$ cat src/rtl/axil_regfile_pkg.sv
// Shared types and address-decode helpers for the AXI4-Lite register file.
// Provides resp_t (OKAY/SLVERR) plus ADDR_LSB and IDX_W computations.
package axil_regfile_pkg;

  typedef enum logic [1:0] {
    OKAY   = 2'b00,
    SLVERR = 2'b10
  } resp_t;

  // Byte-offset bits below the register index.
  function automatic int addr_lsb(input int dw);
    return $clog2(dw / 8);
  endfunction

  // Width of the register index field.
  function automatic int idx_w(input int n);
    return (n > 1) ? $clog2(n) : 1;
  endfunction

endpackage

$ cat src/rtl/axil_hold_buf.sv
// One-entry valid/ready holding buffer used for the AW, W and AR channels.
// Ports: valid/ready/d load side, take empties it, full/q expose the entry.
module axil_hold_buf #(
  parameter int W = 1
) (
  input  logic         clk,
  input  logic         rst,
  input  logic         valid,
  output logic         ready,
  input  logic [W-1:0] d,
  input  logic         take,
  output logic         full,
  output logic [W-1:0] q
);

  assign ready = !full;

  // Load and take never coincide: take needs full, load needs !full.
  always_ff @(posedge clk) begin
    if (rst) begin
      full <= 1'b0;
      q    <= '0;
    end else if (valid && !full) begin
      full <= 1'b1;
      q    <= d;
    end else if (take) begin
      full <= 1'b0;
    end
  end

endmodule

$ cat src/rtl/axil_s_regfile.sv
// AXI4-Lite slave register file with read-only mask, SLVERR and write priority.
// Ports: s_axil_* AXI-Lite slave, slv_reg_down/up register bus, access strobes.
// Option: define AXIL_REGFILE_WSTRB_EN to honour wstrb byte lanes.
module axil_s_regfile
  import axil_regfile_pkg::*;
#(
  parameter int C_S_AXI_DATA_WIDTH = 64,
  parameter int C_S_AXI_ADDR_WIDTH = 32,
  parameter int NUM_REGISTER       = 6,
  parameter logic [NUM_REGISTER-1:0] RO_MASK = {1'b1, 5'b0}
) (
  input  logic                            clk,
  input  logic                            rst,
  input  logic [C_S_AXI_ADDR_WIDTH-1:0]   s_axil_awaddr,
  input  logic [2:0]                      s_axil_awprot,
  input  logic                            s_axil_awvalid,
  output logic                            s_axil_awready,
  input  logic [C_S_AXI_DATA_WIDTH-1:0]   s_axil_wdata,
  input  logic [C_S_AXI_DATA_WIDTH/8-1:0] s_axil_wstrb,
  input  logic                            s_axil_wvalid,
  output logic                            s_axil_wready,
  output logic [1:0]                      s_axil_bresp,
  output logic                            s_axil_bvalid,
  input  logic                            s_axil_bready,
  input  logic [C_S_AXI_ADDR_WIDTH-1:0]   s_axil_araddr,
  input  logic [2:0]                      s_axil_arprot,
  input  logic                            s_axil_arvalid,
  output logic                            s_axil_arready,
  output logic [C_S_AXI_DATA_WIDTH-1:0]   s_axil_rdata,
  output logic [1:0]                      s_axil_rresp,
  output logic                            s_axil_rvalid,
  input  logic                            s_axil_rready,
  output logic [NUM_REGISTER*C_S_AXI_DATA_WIDTH-1:0] slv_reg_down,
  input  logic [NUM_REGISTER*C_S_AXI_DATA_WIDTH-1:0] slv_reg_up,
  output logic [$clog2(NUM_REGISTER)-1:0] access_addr,
  output logic                            read_valid,
  output logic                            write_valid
);

  localparam int DW  = C_S_AXI_DATA_WIDTH;
  localparam int NR  = NUM_REGISTER;
  localparam int SW  = DW / 8;
  localparam int LSB = addr_lsb(DW);
  localparam int IW  = idx_w(NR);

  logic          aw_full, w_full, ar_full;
  logic [IW-1:0] aw_idx, ar_idx;
  logic [DW-1:0] w_data;
  logic [SW-1:0] w_strb;
  logic          write_commit, read_commit;
  logic          wr_ok, rd_ok;
  logic [DW-1:0] rd_val, wr_mask;
  logic [DW-1:0] regs [NR];
  resp_t         bresp, rresp;
  logic          unused_ok;

  assign unused_ok = ^{s_axil_awprot, s_axil_arprot,
                       s_axil_awaddr, s_axil_araddr, w_strb};

  assign write_commit = aw_full && w_full && !s_axil_bvalid;
  assign read_commit  = ar_full && !s_axil_rvalid && !write_commit;

  axil_hold_buf #(.W(IW)) u_aw (
    .clk   (clk),
    .rst   (rst),
    .valid (s_axil_awvalid),
    .ready (s_axil_awready),
    .d     (s_axil_awaddr[LSB +: IW]),
    .take  (write_commit),
    .full  (aw_full),
    .q     (aw_idx)
  );

  axil_hold_buf #(.W(DW + SW)) u_w (
    .clk   (clk),
    .rst   (rst),
    .valid (s_axil_wvalid),
    .ready (s_axil_wready),
    .d     ({s_axil_wstrb, s_axil_wdata}),
    .take  (write_commit),
    .full  (w_full),
    .q     ({w_strb, w_data})
  );

  axil_hold_buf #(.W(IW)) u_ar (
    .clk   (clk),
    .rst   (rst),
    .valid (s_axil_arvalid),
    .ready (s_axil_arready),
    .d     (s_axil_araddr[LSB +: IW]),
    .take  (read_commit),
    .full  (ar_full),
    .q     (ar_idx)
  );

`ifdef AXIL_REGFILE_WSTRB_EN
  always_comb begin
    wr_mask = '0;
    for (int k = 0; k < SW; k++)
      wr_mask[k*8 +: 8] = {8{w_strb[k]}};
  end
`else
  assign wr_mask = '1;
`endif

  // Index decode by loop so out-of-range indices fall to the defaults.
  always_comb begin
    wr_ok  = 1'b0;
    rd_ok  = 1'b0;
    rd_val = '0;
    for (int i = 0; i < NR; i++) begin
      if (aw_idx == IW'(i))
        wr_ok = !RO_MASK[i];
      if (ar_idx == IW'(i)) begin
        rd_ok  = 1'b1;
        rd_val = RO_MASK[i] ? slv_reg_up[i*DW +: DW] : regs[i];
      end
    end
  end

  always_ff @(posedge clk) begin
    if (rst) begin
      bresp         <= OKAY;
      rresp         <= OKAY;
      s_axil_bvalid <= 1'b0;
      s_axil_rvalid <= 1'b0;
      s_axil_rdata  <= '0;
      access_addr   <= '0;
      write_valid   <= 1'b0;
      read_valid    <= 1'b0;
      for (int i = 0; i < NR; i++)
        regs[i] <= '0;
    end else begin
      write_valid <= 1'b0;
      read_valid  <= 1'b0;
      if (write_commit) begin
        s_axil_bvalid <= 1'b1;
        bresp         <= wr_ok ? OKAY : SLVERR;
        if (wr_ok) begin
          write_valid <= 1'b1;
          access_addr <= aw_idx;
        end
        for (int i = 0; i < NR; i++)
          if (wr_ok && aw_idx == IW'(i))
            regs[i] <= (regs[i] & ~wr_mask) | (w_data & wr_mask);
      end else if (s_axil_bready) begin
        s_axil_bvalid <= 1'b0;
      end
      if (read_commit) begin
        s_axil_rvalid <= 1'b1;
        s_axil_rdata  <= rd_val;
        rresp         <= rd_ok ? OKAY : SLVERR;
        if (rd_ok) begin
          read_valid  <= 1'b1;
          access_addr <= ar_idx;
        end
      end else if (s_axil_rready) begin
        s_axil_rvalid <= 1'b0;
      end
    end
  end

  assign s_axil_bresp = bresp;
  assign s_axil_rresp = rresp;

  for (genvar i = 0; i < NR; i++) begin : g_down
    assign slv_reg_down[i*DW +: DW] = RO_MASK[i] ? '0 : regs[i];
  end

endmodule
$ cat config.mk
export PLATFORM = sky130hd
export DESIGN_NAME = axil_s_regfile
export DESIGN_NICKNAME = d
export VERILOG_FILES = /design/src/rtl/axil_regfile_pkg.sv /design/src/rtl/axil_hold_buf.sv /design/src/rtl/axil_s_regfile.sv
export SDC_FILE = /design/constraint.sdc
export NUM_CORES = 1
export LEC_CHECK = 0
export ABC_AREA = 1
export CORE_AREA = 2 2 390 392
export DETAILED_ROUTE_END_ITERATION = 7
export DIE_AREA = 0 0 392 394
export SYNTH_ARGS = -nofsm -noshare
export SYNTH_HDL_FRONTEND = slang
export SYNTH_SLANG_ARGS = --single-unit
$ cat constraint.sdc
create_clock -name clk -period 8.75 [get_ports clk]
set_input_delay 2.1875 -clock clk [delete_from_list [all_inputs] [get_ports clk]]
set_output_delay 2.1875 -clock clk [all_outputs]
set_load 0.005 [all_outputs]
# Word level (Yosys, flattened, before mapping)
# Memories as Yosys holds them, arrays and structs flattened.
# Index checks and enable logic that the tools add are counted.
word_totals:
  wordCells: 128
  n_memories: 1
  output_inout_bits: 462
  in_bits: 533
  reg_bits: 148
  ram_bits: 384
memory_table:
  columns: ["memory", "words", "width", "read_ports", "rd_clocked_by_memory_dff", "wr", "line", "text"]
  rows:
  - ["regs", 6, 64, 5, 0, 6, "axil_s_regfile.sv:53", "logic [DW-1:0] regs [NR];"]
op_classes:
  n_bitwise: 8
  n_eq_ne: 10
  n_mux: 67
  reduce_logical: 28
op_table:
  columns: ["cell", "count"]
  rows:
  - ["64-bit 2-to-1 mux", 12]
  - ["1-bit 2-to-1 mux", 49]
  - ["1-bit logical AND", 13]
  - ["3-bit by 2-bit equality test with 1-bit output, second input constant", 4]
  - ["3-bit equality test, second input constant", 4]
  - ["3-bit 2-to-1 mux", 4]
  - ["2-bit nonzero test", 5]
  - ["3-bit by 1-bit equality test with 1-bit output, second input constant", 2]
  - ["1-bit zero test", 6]
  - ["3-bit zero test", 2]
  - ["1-bit bitwise OR", 6]
  - ["2-bit 2-to-1 mux", 2]
  - ["2-bit OR reduction", 2]
  - ["1-bit NOT", 2]

# Longest topological paths before layout
# Gate-level depths: netlist (run 1).
logic_depth:
  ltp_word: 13
  mapped_depth: 11
  mapped_depth_nobuf: 9

# Modules after synthesis
# A second synthesis (run 1) with hierarchy kept.
unflattened:
  cells_unflattened: 2520
  hier_area_um2: 21488.1
by_module_without_submodules:
  columns: ["mod", "n_inst", "cells_per_inst", "area_each_um2", "seq_area_each_um2"]
  rows:
  - ["axil_s_regfile", 1, 1995, 17694.5, 11070.6]
  - ["axil_hold_buf at u_w", 1, 471, 3435.8, 1461.4]
  - ["axil_hold_buf at u_ar ...", 2, 27, 178.9, 80.1]

# Worst setup path after synthesis (run 1)
# OpenSTA, ideal clock, no wires.
synth_path:
  path_type: "register to register"
  from: "reg u_w.full"
  to: "mem regs[0][128] (netlist name) (enable)"
  stages_incl_launch_ff: 7
  period_less_slack_ps: 6088
  arrival_ps: 5508
  setup_ps: 581
  slack_ps: 2662
  n_path_buf: 0
  t_required_ps: 8169
  path_cell_list: "dfxtp_1 > inv_2 > nor2_1 > nand2_2 > nor2_4 > inv_1 > o31ai_1"
synth_rtl:
  columns: ["element", "line", "text"]
  rows:
  - ["start: declaration", "axil_hold_buf.sv:12", "output logic full,"]
  - ["start signal: assignment", "axil_hold_buf.sv:21", "full <= 1'b0;"]
  - ["start signal: assignment", "axil_hold_buf.sv:24", "full <= 1'b1;"]
  - ["start signal: assignment", "axil_hold_buf.sv:27", "full <= 1'b0;"]
  - ["end: declaration", "axil_s_regfile.sv:53", null]

==> results.txt, run 1 <==
The run finished with clean final reports. Final cell count without fillers: 4784. In the routed layout, each cell is associated on average with a via count of 3.59. In this design, the stage delay of the slowest critical-path cell is 0.76 ns. The synthesized design contains 466 register bits. Dividing the detail-routed wire length by the instance count gives 20.8 um. The smallest clock period supported by the final layout is computed as 5.09 ns. The count of maximum capacitance violations is 0, and the number of sinks handled by clock tree synthesis is 466.

Counting the fill cells in the layout gives 16800. The run gives 0 as the hold-fix buffer count after cts. In the final design database the tool counted 3236 nets. After clock tree synthesis, the clock-pin slew on the worst setup and hold paths is 0.06 ns. The run gives 12.4% as the total routing resource utilization after global routing.

The critical path goes through clkdlybuf4s50_1 > inv_4 > buf_4 > nand3_4 > buf_4 > nor2_1. Once detail routing completed, the nets flagged for antenna violations numbered 0. The warning count from the yosys run came out at 0. STA classifies the critical path endpoint as a flop. The clock passes through at most 3 buffers. STA puts the critical path data arrival time at 5.57 ns. The post-route netlist has 5.31% of its cells at a drive strength greater than 1.

The logs give 63.1% for the sequential cell area fraction in the yosys report and 2199 for the gate count of the mapped netlist. Each instance of the synthesized netlist takes up on average 9.03 um^2. The fmax was 0.196 GHz. The min-delay analysis places its worst path in the category reg -> reg.

The total count of hold-check failures in the final report was 0; the height of the die was 394 um. Setup repair after global routing left no endpoint under its margin. For this run the aggregate overflow at the end of global routing stands at 0. The number of placed instances, taps included, is 4675. The logs give 99.3 mm for the total wire length after detailed routing and 0.449 ns for the final hold slack. The worst-case IR drop observed on VDD is 0.000126 V. TritonCTS built the clock tree. Setup violations remaining at the end of the flow were counted as 0.

In this run the power density over the cells is 194 mW/mm^2. The starting utilization of the core area is 13.2%. The total half-perimeter wirelength after legalization and detailed placement is 71.7 mm. Entering global routing, the biggest net connects 65 pins.

The worst-case clock skew was 0.0100 ns. Buffers added to address setup during post-CTS repair amount to 0. The first detailed-routing pass took 5 iterations. The run gives 0 as the remaining routing DRC violations.

After floorplanning, the core was sized to cover 0.151 mm^2. The tools report the clock root buffer as clkbuf_16. The slowest stage of the critical path is the nand3_4 cell.

The die is 392 um wide. Headroom to the max-slew limit came out at 25.6%. By instance count, the cell type seen most on the critical path is buf_4. The routed layout has 17200 vias.

The post-synthesis cell type count was 23; the count of input and output buffers was 536. The transition time at the pin with the least slew margin was 1.12 ns; the number of gates resized after CTS was 0. In this run the count of I/O pins placed on the die edge is 995.

Summing every instance area after synthesis gives 0.0199 mm^2. In this run, the number of DRC markers left after iteration 0 of detailed routing was 1183. The layout-stage area growth over the synthesis result is 47.3%, and the global-route wire length before repair is 133 mm. The floorplan step defined a die boundary enclosing 0.154 mm^2. The count of standard-cell rows was 143. For the total clock buffers created by CTS, the log shows 56. The run gives 0.0274 mm^2 as the post-place instance area.

Summed over all cells, the static leakage comes to 11.1 nW. The clock latency on the worst-skew pair came out at 0.64 ns. The worst path uses 58.2% of the clock period. The count of pins over their slew limit is 0, and the setup TNS after final layout is 0 ns. The number of antenna violations at the first check in global routing is 22. Of all nets on the critical path, the largest fanout is 50.

The run gives 2 as the number of H-tree levels. The startpoint class of the critical path is an input port. In this design, the largest share of critical-path delay is due to buffers and inverters. The finished cells cover 0.0293 mm^2. The critical path start-end classification was in -> reg.

Number of global-route vias before repair: 16800. The congestion estimate from routability-driven global placement came to 0.823. STA puts the critical path data required time at 9.23 ns. The critical path contains buffers and inverters numbering 4 combined.
## cells in the mapped netlist
cell type	number	area [um^2]
nand3_1	69	345
nor3_2	1	10.0
inv_1	183	687
edfxtp_1	320	9610
o22ai_1	33	206
nor3_4	1	16.3
o31ai_1	2	15.0
nand2_2	1	6.26
nand4_1	32	200
clkbuf_1	72	270
nand2_1	469	1760
buf_4	66	495
buf_2	39	195
clkinv_1	1	3.75
conb_1	1	3.75
nor2_1	561	2110
inv_2	4	15.0
nand3_2	3	30.0
o21ai_0	109	546
buf_1	10	37.5
a21oi_1	75	375
nor2_4	1	11.3
dfxtp_1	146	2920
## final cells by class
cell class	instances	area [um^2]	area share (%)
antenna	4	10.0	0.0342
clock buffer	75	1530	5.24
clock inverter	30	298	1.02
inverter	188	714	2.44
multi-input combinational	1423	6030	20.6
sequential	466	12500	42.8
tap	2030	2540	8.68
timing repair buffer	568	5610	19.2
## metrics by stage
| step | setup WS (ns) | power (mW) | utilization, % |
|---|---|---|---|
| finish | 3.66 | 5.67 | 19.4 |
| global route | 3.52 | 5.89 | 19.4 |
| CTS | 3.62 | 5.75 | 19.4 |
| detailed placement | 2.93 | 3.39 | 18.2 |
| global placement | 2.97 | 3.38 | 18.2 |
| floorplan | 2.66 | 2.89 | - |
## worst reg2reg max path: cells and delay by family (launching register included)
| family | cells | cell delay, ns |
|---|---|---|
| buf+inv | 6 | 2.28 |
| simple gates | 5 | 1.07 |
| flops | 1 | 0.83 |
## registers in the layout, indices dropped and copies added (netlist names)
name and cells:
access_addr 3, read_valid 1, write_valid 1, s_axil_rresp 1
u_ar.q 3, u_w.full 1, s_axil_bresp 1, u_ar.full 1
u_aw.q 3, regs 320, s_axil_bvalid 1, u_aw.full 1
s_axil_rdata 64, u_w.q 64, s_axil_rvalid 1
## worst paths after layout
path	startpoint	to	slack [ns]	depth (start not counted)
hold / removal	s_axil_rdata[0]	s_axil_rdata[0]	0.45	2
hold reg to reg	s_axil_rdata[0]	s_axil_rdata[0]	0.45	2
setup reg to reg	u_ar.q[2]	s_axil_rdata[13]	4.50	11
setup / recovery	rst	regs[0][279]	3.66	6
## kinds of logic after synthesis
logic type | count (synthesis) | share of synthesized area [%]
buf+inv | 375 | 8.58
other cells | 1 | 0.0189
compound gates | 219 | 5.75
flops | 466 | 63.1
simple gates | 1138 | 22.6
## power breakdown
part	internal (mW)	switching (mW)
combinational	0.287	0.499
clock	1.35	0.994
sequential	2.47	0.0701
## layer usage
metal | global-route usage (%) | part of all wire (%)
met3 | 5.59 | 12
met5 | 0 | 0.20
met1 | 13.8 | 37
met2 | 21.0 | 47
met4 | 4.00 | 3.1
## cells in the final DEF (no fill, tap or decap), drive strengths merged
| master | Yosys | routed |
|---|---|---|
| nand4 | 32 | 32 |
| nor2 | 562 | 562 |
| nand3 | 72 | 72 |
| o22ai | 33 | 33 |
| diode | 0 | 4 |
| edfxtp | 320 | 320 |
| clkinvlp | 0 | 4 |
| o31ai | 2 | 2 |
| clkbuf | 72 | 75 |
| buf | 115 | 32 |
| clkinv | 1 | 16 |
| conb | 1 | 66 |
| nor3 | 2 | 2 |
| dfxtp | 146 | 146 |
| inv | 187 | 194 |
| o21ai | 109 | 109 |
| nand2 | 470 | 470 |
| clkdlybuf4s50 | 0 | 536 |
| bufinv | 0 | 4 |
| a21oi | 75 | 75 |
Power figures use the tool's default switching activity.
==> run 2: changes to the inputs <==
==> constraint.sdc (replaced) <==
create_clock -name clk -period 5.3 [get_ports clk]
set_input_delay 1.325 -clock clk [delete_from_list [all_inputs] [get_ports clk]]
set_output_delay 1.325 -clock clk [all_outputs]
set_load 0.005 [all_outputs]
==> results.txt, run 2 (synthesis gave the netlist of run 1 again) <==
Height of the die: 394 um (unchanged). For the final hold slack, the log shows 0.449 ns (-0.000376 ns). Top layer used by detailed routing: met5.

The pre-CTS worst setup slack was 1.16 ns (-1.77 ns). The count of buffering cells on the critical path with inverters included came out at 3 (-1). The number of gates resized after CTS is 0 (unchanged).

The count of standard-cell rows came out at 143 (unchanged). The number of antenna violations at the first check in global routing is 18 (-18%), and the worst slew slack as a fraction of its limit is 20.9% (-4.7 points). The count of pins over their slew limit was 0 (unchanged); the fraction of layout instances using a drive strength above 1 was 5.30% (-0.013 points). The cell sitting at the root of the clock tree is a clkbuf_16. The biggest fanout along the worst timing path is 46 (-8.0%). The logs give 16900 (+0.56%) for the number of global-route vias before repair and 0.65 ns (about the same) for the clock latency on the worst-skew pair. regs holds more flip-flops than any other register. The flip-flop count of the largest register, all copies and words added was 320 (unchanged).

The register clock-pin slew on the reported worst setup and hold paths is 0.06 ns (about the same), and the count of maximum capacitance violations is 0 (unchanged). The run gives 101 mm (+1.5%) as the total wire length after detailed routing. The total met2 wirelength after detailed routing came out at 47.8 mm (+1.7%). TritonCTS built the clock tree.

The share of the cycle needed by the critical path after routing was 64.6%; the total routing resource utilization after global routing was 12.6% (+0.15 points). The wire length per cell came out at 21.0 um (+1.4%). Counting I/O delays and the setup requirement, the final critical path takes 3.42 ns. For the number of sinks handled by clock tree synthesis, the log shows 466 (unchanged). The library cell contributing the largest single delay on the critical path was nand3_4. The tools report the total core area as 0.151 mm^2 (unchanged).

The run gives 0 (unchanged) as the total count of hold-check failures in the final report. The run gives 0 (unchanged) as the post-CTS setup buffer count. The run gives 13.2% (unchanged) as the starting utilization of the core area. The run gives 136 mm (+2.1%) as the global-route wire length before repair.

The number of top-level pins is 995 (unchanged). Number of DRC markers after the initial detailed-route iteration: 1171 (-1.0%). The count of input and output buffers was 536 (unchanged); the detailed-routed wire length on met3 was 9.82 mm (-17%).

The floorplan die area is 0.154 mm^2 (unchanged), and the total congestion overflow is 0 (unchanged). For the worst-case clock skew, the log shows 0.0286 ns (+0.0186 ns). The critical path start-end classification is in -> reg. The number of buffers between clock root and the deepest sink came out at 3 (unchanged).

In the final layout, the registers with the most flip-flops are regs: 320 flops, s_axil_rdata: 64 flops, u_w.q: 64 flops. Setup repair after global routing left no endpoint under its margin. The tightest min-delay check is of the reg -> reg type. The tools report the remaining routing DRC violations as 0 (unchanged).

The placer congestion estimate is 0.827 (+0.46%), and the worst IR drop on VDD is 0.000245 V (+94%). For the via count, the log shows 17200 (+0.33%). The library cell used most frequently in the layout, excluding fill and tap cells, is nor2_1. The nature of the critical path endpoint was a flop. The logs give 1.88 ns (-1.78 ns) for the worst-case setup margin in the final layout and 0 (unchanged) for the number of nets with antenna violations after detailed routing. STA classifies the critical path startpoint as an input port. The delay of the slowest cell on the worst path was 0.63 ns (-0.13 ns); the total power density per cell area was 321 mW/mm^2 (+66%).

The critical path's top delay family was buffers and inverters. The total clock buffers created by CTS came out at 57 (+1.8%). The horizontal die dimension came out at 392 um (unchanged). Based on the critical path, the design can be clocked at up to 0.292 GHz. The via-per-instance ratio is 3.60 (+0.18%), and the total iterations of the first detailed-routing run is 5 (unchanged). The logs give 40.2 mm (+8.1%) for the routed metal-1 wirelength and 0 (unchanged) for the hold-fix buffer count after cts. The tools report the net count of the finished layout as 3241 (+0.15%).

The data arrival time of the critical path is 3.90 ns (-1.67 ns). The largest net degree at the start of global routing came out at 65 (unchanged). The library cells used most frequently in the layout, excluding fill and tap cells, are nor2_1, clkdlybuf4s50_1, nand2_1. The data required time at the worst endpoint was 5.78 ns (-3.45 ns); the layout-stage area growth over the synthesis result was 48.0%.

The total half-perimeter wirelength after legalization and detailed placement came out at 72.3 mm (+0.88%). The run gives 2 (unchanged) as the number of H-tree levels. Walking the worst path, the cells encountered are clkdlybuf4s50_1 > inv_4 > nand3_4 > buf_4 > nor2_1.

Static leakage: 11.2 nW (+0.54%). The flow ran to the end, and the final reports show no timing, DRC or antenna violations. Transition time at the pin with the least slew margin: 1.18 ns (+0.0660 ns).

The logs give 0 (unchanged) for the setup violation total in the final timing report and 19.5% (+0.087 points) for the share of the core filled with cells in the final layout.
run 2: cell count changes in the layout (fill, tap and decap cells not counted), moves of 3 or more:
cell,before,now
clkbuf_1,13,23
buf_12,0,7
buf_4,32,29
clkbuf_16,56,59
clkinv_1,7,4
clkinvlp_4,4,1
run 2: area by class of cell:
type	instances	area, um^2
Antenna cell	4	10.0
Timing Repair Buffer	572	5720
Clock inverter	21	210
Tap cell	2030	2540
Fill cell	16700	121000
Sequential cell	466	12500
Inverter	188	717
Multi-Input combinational cell	1423	6030
Clock buffer	87	1630
run 2: stage by stage:
stage / instances / cell area [um^2] / power (mW) / TNS [ns]
2_1_floorplan: 2264 / 20100 / 4.76 / -77.57
3_3_place_gp: 4679 / 27500 / 5.59 / 0
3_5_place_dp: 4679 / 27500 / 5.60 / 0
5_1_grt: 4789 / 29400 / 9.79 / 0
6_report: 4791 / 29400 / 9.43 / 0
4_1_cts: 4787 / 29400 / 9.56 / 0
run 2: worst paths after layout:
path | depth (start not counted) | to | from | slack, ns
max | 5 | regs[0][234] | rst | 1.88
min | 2 | s_axil_rdata[14] | s_axil_rdata[14] | 0.45
max reg2reg | 9 | s_axil_rdata[18] | u_ar.q[2] | 2.11
min reg2reg | 2 | s_axil_rdata[14] | s_axil_rdata[14] | 0.45
run 2: metal layers:
layer | vias up | track usage, %
li1 | 7989 | -
met1 | 8296 | 14.9
met2 | 799 | 21.2
met3 | 149 | 4.31
met4 | 12 | 3.82
met5 | - | 0
run 2: power by group:
part	leakage, nW	switching, mW	total (mW)	internal [mW]
registers	4.50	0.112	4.18	4.07
clock network	0.896	1.66	3.93	2.27
logic	5.78	0.829	1.31	0.483
total	11.2	2.60	9.43	6.83
run 2: worst min-delay path, delay by kind of cell (launching register included):
kind	cells	cell delay [ns]
flops	1	0.31
simple gates	2	0.10
